[config.mk]
export PLATFORM = sky130hd
export DESIGN_NAME = vx_csr_rmw_ctrl
export DESIGN_NICKNAME = d
export VERILOG_FILES = /design/src/rtl/vx_gpu_pkg.sv /design/src/rtl/vx_csr_rmw_ctrl.sv
export SDC_FILE = /design/constraint.sdc
export NUM_CORES = 1
export LEC_CHECK = 0
export ABC_AREA = 1
export CORE_AREA = 2 2 153 155
export CTS_BUF_LIST = sky130_fd_sc_hd__clkbuf_4 sky130_fd_sc_hd__clkbuf_8 sky130_fd_sc_hd__clkbuf_16
export DETAILED_ROUTE_END_ITERATION = 16
export DIE_AREA = 0 0 155 157
export PLACE_DENSITY = 0.72
export RECOVER_POWER = 100
export SLEW_MARGIN = 20
export SYNTH_ARGS = -nofsm -noshare
export SYNTH_HDL_FRONTEND = slang
export SYNTH_SLANG_ARGS = --single-unit
[constraint.sdc]
create_clock -name clk -period 3.05 [get_ports clk]
set_input_delay 0.4575 -clock clk [delete_from_list [all_inputs] [get_ports clk]]
set_output_delay 0.4575 -clock clk [all_outputs]
set_load 0.02 [all_outputs]
[src/rtl/vx_gpu_pkg.sv]
// Shared CSR definitions for the SFU CSR path.
// The package holds the CSR operation encoding and the read-only address decode.
package vx_gpu_pkg;

  typedef enum logic [1:0] {
    CSR_RW = 2'd0,
    CSR_RS = 2'd1,
    CSR_RC = 2'd2
  } csr_op_e;

  // Encoding 3 is not a valid CSR operation and is reported as illegal.
  localparam logic [1:0] CSR_OP_BAD = 2'd3;

  // Addresses whose top two bits are both set belong to the read-only CSR space.
  function automatic logic csr_is_ro(input logic [11:0] addr);
    return (addr[11:10] == 2'b11);
  endfunction

endpackage

[src/rtl/vx_csr_rmw_ctrl.sv]
// CSR read-modify-write initiator: read the CSR, compute the new value, write it back, return the old value.
// One request is in flight at a time. The response payload lives in this FSM's own registers.
module vx_csr_rmw_ctrl
  import vx_gpu_pkg::*;
#(
  parameter int XLEN      = 32,
  parameter int ADDR_BITS = 12,
  parameter int UUID_W    = 44,
  parameter int NW_W      = 2
) (
  input  logic                 clk,
  input  logic                 reset_n,
  input  logic                 req_valid,
  output logic                 req_ready,
  input  logic [UUID_W-1:0]    req_uuid,
  input  logic [NW_W-1:0]      req_wid,
  input  logic [1:0]           req_op,
  input  logic [ADDR_BITS-1:0] req_addr,
  input  logic [XLEN-1:0]      req_src,
  input  logic                 req_no_read,
  input  logic                 req_no_write,
  output logic                 read_enable,
  output logic [UUID_W-1:0]    read_uuid,
  output logic [NW_W-1:0]      read_wid,
  output logic [ADDR_BITS-1:0] read_addr,
  input  logic [XLEN-1:0]      read_data_ro,
  input  logic [XLEN-1:0]      read_data_rw,
  output logic                 write_enable,
  output logic [UUID_W-1:0]    write_uuid,
  output logic [NW_W-1:0]      write_wid,
  output logic [ADDR_BITS-1:0] write_addr,
  output logic [XLEN-1:0]      write_data,
  output logic                 rsp_valid,
  input  logic                 rsp_ready,
  output logic [UUID_W-1:0]    rsp_uuid,
  output logic [NW_W-1:0]      rsp_wid,
  output logic [XLEN-1:0]      rsp_data,
  output logic                 rsp_illegal
);

  typedef enum logic [1:0] {
    ST_IDLE  = 2'd0,
    ST_READ  = 2'd1,
    ST_WRITE = 2'd2,
    ST_RESP  = 2'd3
  } state_e;

  state_e                 state_q, state_d;
  logic                   init_q, init_d;
  logic [UUID_W-1:0]      uuid_q, uuid_d;
  logic [NW_W-1:0]        wid_q, wid_d;
  logic [1:0]             op_q, op_d;
  logic [ADDR_BITS-1:0]   addr_q, addr_d;
  logic [XLEN-1:0]        src_q, src_d;
  logic [XLEN-1:0]        old_q, old_d;
  logic                   no_read_q, no_read_d;
  logic                   do_write_q, do_write_d;
  logic                   illegal_q, illegal_d;
  logic                   req_ill;
  logic [XLEN-1:0]        wval;

  // NOTE: every variable gets a default at the top of always_comb, so no path leaves one unassigned and no latch is inferred.
  always_comb begin
    state_d    = state_q;
    init_d     = 1'b1;
    uuid_d     = uuid_q;
    wid_d      = wid_q;
    op_d       = op_q;
    addr_d     = addr_q;
    src_d      = src_q;
    old_d      = old_q;
    no_read_d  = no_read_q;
    do_write_d = do_write_q;
    illegal_d  = illegal_q;

    // req_ready stays low until the first clock after reset is released.
    req_ready    = (state_q == ST_IDLE) && init_q;
    read_enable  = 1'b0;
    read_uuid    = '0;
    read_wid     = '0;
    read_addr    = '0;
    write_enable = 1'b0;
    write_uuid   = '0;
    write_wid    = '0;
    write_addr   = '0;
    write_data   = '0;
    rsp_valid    = 1'b0;
    rsp_uuid     = '0;
    rsp_wid      = '0;
    rsp_data     = '0;
    rsp_illegal  = 1'b0;

    req_ill = (csr_is_ro(req_addr[11:0]) && !req_no_write) || (req_op == CSR_OP_BAD);

    case (op_q)
      CSR_RW:  wval = src_q;
      CSR_RS:  wval = old_q | src_q;
      default: wval = old_q & ~src_q;
    endcase

    case (state_q)
      ST_IDLE: begin
        if (req_valid && req_ready) begin
          uuid_d     = req_uuid;
          wid_d      = req_wid;
          op_d       = req_op;
          addr_d     = req_addr;
          src_d      = req_src;
          no_read_d  = req_no_read;
          illegal_d  = req_ill;
          do_write_d = !req_no_write && !req_ill;
          state_d    = ST_READ;
        end
      end
      ST_READ: begin
        if (!no_read_q) begin
          read_enable = 1'b1;
          read_uuid   = uuid_q;
          read_wid    = wid_q;
          read_addr   = addr_q;
        end
        old_d   = no_read_q ? '0 : (read_data_ro | read_data_rw);
        state_d = do_write_q ? ST_WRITE : ST_RESP;
      end
      ST_WRITE: begin
        write_enable = 1'b1;
        write_uuid   = uuid_q;
        write_wid    = wid_q;
        write_addr   = addr_q;
        write_data   = wval;
        state_d      = ST_RESP;
      end
      default: begin
        rsp_valid   = 1'b1;
        rsp_uuid    = uuid_q;
        rsp_wid     = wid_q;
        rsp_data    = old_q;
        rsp_illegal = illegal_q;
        if (rsp_ready) state_d = ST_IDLE;
      end
    endcase
  end

  // NOTE: state is updated with non-blocking assignments, and every register is cleared on reset so no stale payload can reach an output.
  always_ff @(posedge clk or negedge reset_n) begin
    if (!reset_n) begin
      state_q    <= ST_IDLE;
      init_q     <= 1'b0;
      uuid_q     <= '0;
      wid_q      <= '0;
      op_q       <= '0;
      addr_q     <= '0;
      src_q      <= '0;
      old_q      <= '0;
      no_read_q  <= 1'b0;
      do_write_q <= 1'b0;
      illegal_q  <= 1'b0;
    end else begin
      state_q    <= state_d;
      init_q     <= init_d;
      uuid_q     <= uuid_d;
      wid_q      <= wid_d;
      op_q       <= op_d;
      addr_q     <= addr_d;
      src_q      <= src_d;
      old_q      <= old_d;
      no_read_q  <= no_read_d;
      do_write_q <= do_write_d;
      illegal_q  <= illegal_d;
    end
  end

endmodule
==> results <==
- The post-detailed-routing wire length is 24900 um.
- The floorplan step defined a core boundary enclosing 22500 sq um.
- Global routing used between 20% and 30% of the available tracks.
- Setup repair after global routing left no endpoint under its margin.
- After synthesis, the most frequently instantiated cells are sky130_fd_sc_hd__nand2_1, sky130_fd_sc_hd__inv_1, sky130_fd_sc_hd__dfrtp_1.
- The number of max-cap violations is 2.
- Once layout is done, the placed cells without fillers occupy 11800 sq um.
- The total number of H-tree levels is 4.
- Measured against its own limit, the worst slew margin works out to -28.3%.
- The growth of design area from synthesis to finish is 64.1%.
- The deepest clock path buffer count is 2.
- Yosys printed 0 warnings.
- In this run the worst path has a maximum fanout of approximately 70.
- The buffer type at the clock tree root is sky130_fd_sc_hd__clkbuf_16.
- Setup violations remaining at the end of the flow were counted as 0.
- Before antenna repair, the detailed router went through 5 iterations.
- The part of the power in registers is between 20% and 30%.
- The upper clock frequency limit is approximately 340 MHz.
- In the final routed layout, each cell accounts on average for between 10 and 15 um.
- The initialized floorplan defines 55 standard-cell rows.
- Power spread over the standard cell area amounts to ~940 nW/um^2.
- The synthesized design contains 0 enable-type register cells.
- The flow ran to the end, but the final reports show violations.
- During placement, the flow inserted port buffers numbering 392.
- Clock-pin slew was measured on the worst setup and hold paths at 0.05 ns.
- The clock latency at the later pin of the worst-skew pair is approximately 0.41 ns.
- Between clock sinks in the finished design, the worst skew comes to just over 0.008 ns.
- The synthesized netlist contains 20 unique library cells.
- After synthesis, the mean cell area works out to between 6 and 7 sq um.
- The routability-driven placement congestion ratio is 0.869.
- In this run, post-CTS repair resized a total of 0 instances.
- The maximum ir drop on the vdd rail is 0.000395 V.
- The antenna violation net count after detailed routing is 0.
- In the final layout, the multi-input gates occupy roughly 2600 sq um.
- The worst register-to-register path has a setup slack of roughly 0.52 ns.
- The worst setup path is launched from a register.
- The launching point of the worst reg2reg path is state_q[0].
- For this design the static power due to leakage is 6.64 nW.
- The part of the total power dissipated in combinational logic is around half.
- The combined area of all synthesized cells is approximately 7000 sq um.
- The number of global-route vias before repair is around 7.3k.
- In this run, the clock network consumes 19.8% of the power.
- TritonCTS created 17 clock buffers.
- The hold buffer count at cts is 1.
- The critical path class is register to output pin.
- The die is 155 um wide.
- In this run the vertical extent of the chip is approximately 160 um.
- The number of nets handed over by synthesis was 1197.
- The sum of net half-perimeters after detailed placement is approximately 19000 um.
- The synthesized design contains 130 register bits.
- By area the synthesized netlist is led by sky130_fd_sc_hd__dfrtp_1, sky130_fd_sc_hd__nand2_1, sky130_fd_sc_hd__inv_1.
- The post-synthesis cell type with the largest combined area is sky130_fd_sc_hd__dfrtp_1.
- Cell internal power was estimated by the tool at between 0.006 and 0.007 W.
- The endpoint identified for the worst register-to-register timing path is state_q[0].
- The data arrival at the endpoint of the critical path is about 2.5 ns.
- For the pin with the worst max-slew slack, the measured transition is 1.92 ns.
- The clock sink total is 130.
- The share of the Yosys chip area taken by registers is 45.3%.
- TritonCTS built the clock tree.
- For this block, the via count after detailed routing is about 7.6k.
- Across the whole layout, storage elements account for 3250 sq um.
- The startpoint identified for the worst hold timing path is no_read_q.
- The worst register-to-register path has a depth of 9.
- The endpoint of the worst hold-timing path is no_read_q.
- Once placement finished, the instance area stood at 11300 sq um.
- In the final layout, the share of cells above drive strength 1 is under 10%.
- The global-route wire length before repair is between 30000 and 40000 um.
- The pin count of the biggest net entering global routing is 106.
- Counting I/O delays and the setup requirement, the final critical path takes 2.95 ns.
- Synthesis produced a netlist whose cell count is ~1k.
- In this run the post-CTS setup repair buffer count came out at 0.
- The number of antenna violations at the first check in global routing is 1.
- The cell with the most instances after synthesis is sky130_fd_sc_hd__nand2_1.
- After the first detailed-routing iteration, the DRC count stood at approximately 450.
- In the routed layout, each cell is associated on average with a via count of about 4.5.
- The number of slew-limit violations in the final report came to 75.
- The final reports fail on capacitance limit, slew limit.
- The floorplan die area is approximately 24000 sq um.
- The number of remaining DRC errors is 0.
- After global routing the overflow that remains totals 0.
- The total count of hold-check failures in the final report is 0.
- The share of synthesized area in the top cell type comes to a little under half.
- Pin placement for this block handled approximately 400 I/O pins.
- The layout net count is about 1.6k.
- The net load switching power is 0.00486 W.
- The switching part of the total is between 40% and 50%.
- STA classifies the critical path endpoint as an output pin.
- The depth of the worst hold-timing path is 2.
- The post-route fraction of the period consumed by the critical path is a little over nine tenths.
- The required time at the worst-slack endpoint is between 2 and 3 ns.
- The initial utilization of the core area, before any placement, comes to about a third.
- The path class of the lowest-slack min-delay path is register to register.
- The setup TNS after final layout is 0 ns.
- The number of fill cells in the layout is 2211.
- Measured on the finished design, the core utilization comes to a little over half.
- The async set-or-reset flop fraction in the synthesized netlist is 100%.
- The prevailing post-synth register cell is sky130_fd_sc_hd__dfrtp_1.
==> metrics by stage <==
stage               power (W)  std cells  hold WS [ns]  worst slack (ns)
floorplan             0.00667       1030         0.162              1.05
global placement      0.00939       1663         0.400             0.670
detailed placement    0.00950       1663         0.401             0.558
CTS                    0.0118       1695         0.478             0.114
global route           0.0119       1695         0.508            0.0268
finish                 0.0111       1696         0.474             0.104
==> per-layer routing <==
| layer | vias up | part of all wire [%] | global-route usage, % |
|---|---|---|---|
| met1 | 3469 | 39 | 23.4 |
| met2 | 323 | 50 | 35.8 |
| met3 | 36 | 7.9 | 5.95 |
| li1 | 3751 | - | - |
| met5 | - | 0 | 0 |
| met4 | 0 | 2.5 | 6.53 |
==> state kept, by name, indices dropped and copies added, names as in the netlist <==
name	cells
addr_q	12
do_write_q	1
illegal_q	1
init_q	1
no_read_q	1
old_q	32
op_q	2
src_q	32
state_q	2
uuid_q	44
wid_q	2
==> worst max-delay path by stage <==
stage	to	from
3_5_place_dp	read_wid[1]	state_q[1]
5_1_grt	read_uuid[37]	state_q[1]
3_3_place_gp	read_uuid[40]	state_q[1]
6_report	read_uuid[18]	state_q[1]
2_1_floorplan	write_data[10]	state_q[0]
4_1_cts	read_wid[1]	state_q[1]
==> layout make-up <==
class                           count  share of cell area [%]
Multi-Input combinational cell    605                    21.9
Tap cell                          285                    3.03
Clock buffer                       21                    4.02
Sequential cell                   130                    27.6
Inverter                          237                    7.55
Timing Repair Buffer              407                    34.5
Clock inverter                     10                    1.33
Antenna cell                        1                  0.0212
==> critical path: stages (launching register included) <==
cell                            delay [ns]
sky130_fd_sc_hd__dfrtp_1              0.44
sky130_fd_sc_hd__inv_1                0.11
sky130_fd_sc_hd__ha_1                 0.19
sky130_fd_sc_hd__inv_2                0.04
sky130_fd_sc_hd__or2_4                0.23
sky130_fd_sc_hd__buf_12               0.18
sky130_fd_sc_hd__nor2_1               0.13
sky130_fd_sc_hd__dlygate4sd3_1        0.68
==> power by group through the flow <==
stage	clock network, W	logic (W)	registers [W]
floorplan	0	0.00370	0.00297
global placement	0	0.00628	0.00311
detailed placement	0	0.00636	0.00314
CTS	0.00224	0.00639	0.00312
global route	0.00233	0.00633	0.00325
finish	0.00219	0.00575	0.00313
==> cell usage in the layout (no fill, tap or decap), drive strengths merged <==
| cell | instances |
|---|---|
| nand2 | 312 |
| inv | 237 |
| dlygate4sd3 | 202 |
| clkdlybuf4s50 | 190 |
| o21ai | 156 |
| dfrtp | 130 |
| nor2 | 92 |
| a21oi | 33 |
| clkbuf | 24 |
| buf | 11 |
| clkinv | 5 |
| ha | 5 |
| bufinv | 4 |
| nand3 | 3 |
| or2 | 2 |
| diode | 1 |
| o21bai | 1 |
| clkinvlp | 1 |
| conb | 1 |
| dlygate4sd2 | 1 |
==> kinds of logic after synthesis <==
group | after synthesis | synth area share (%)
other cells | 1 | 0.0522
buf+inv | 295 | 17.3
simple gates | 409 | 21.6
fa+ha+maj | 5 | 0.871
compound gates | 190 | 14.8
flops | 130 | 45.3
Power figures use the tool's default switching activity.
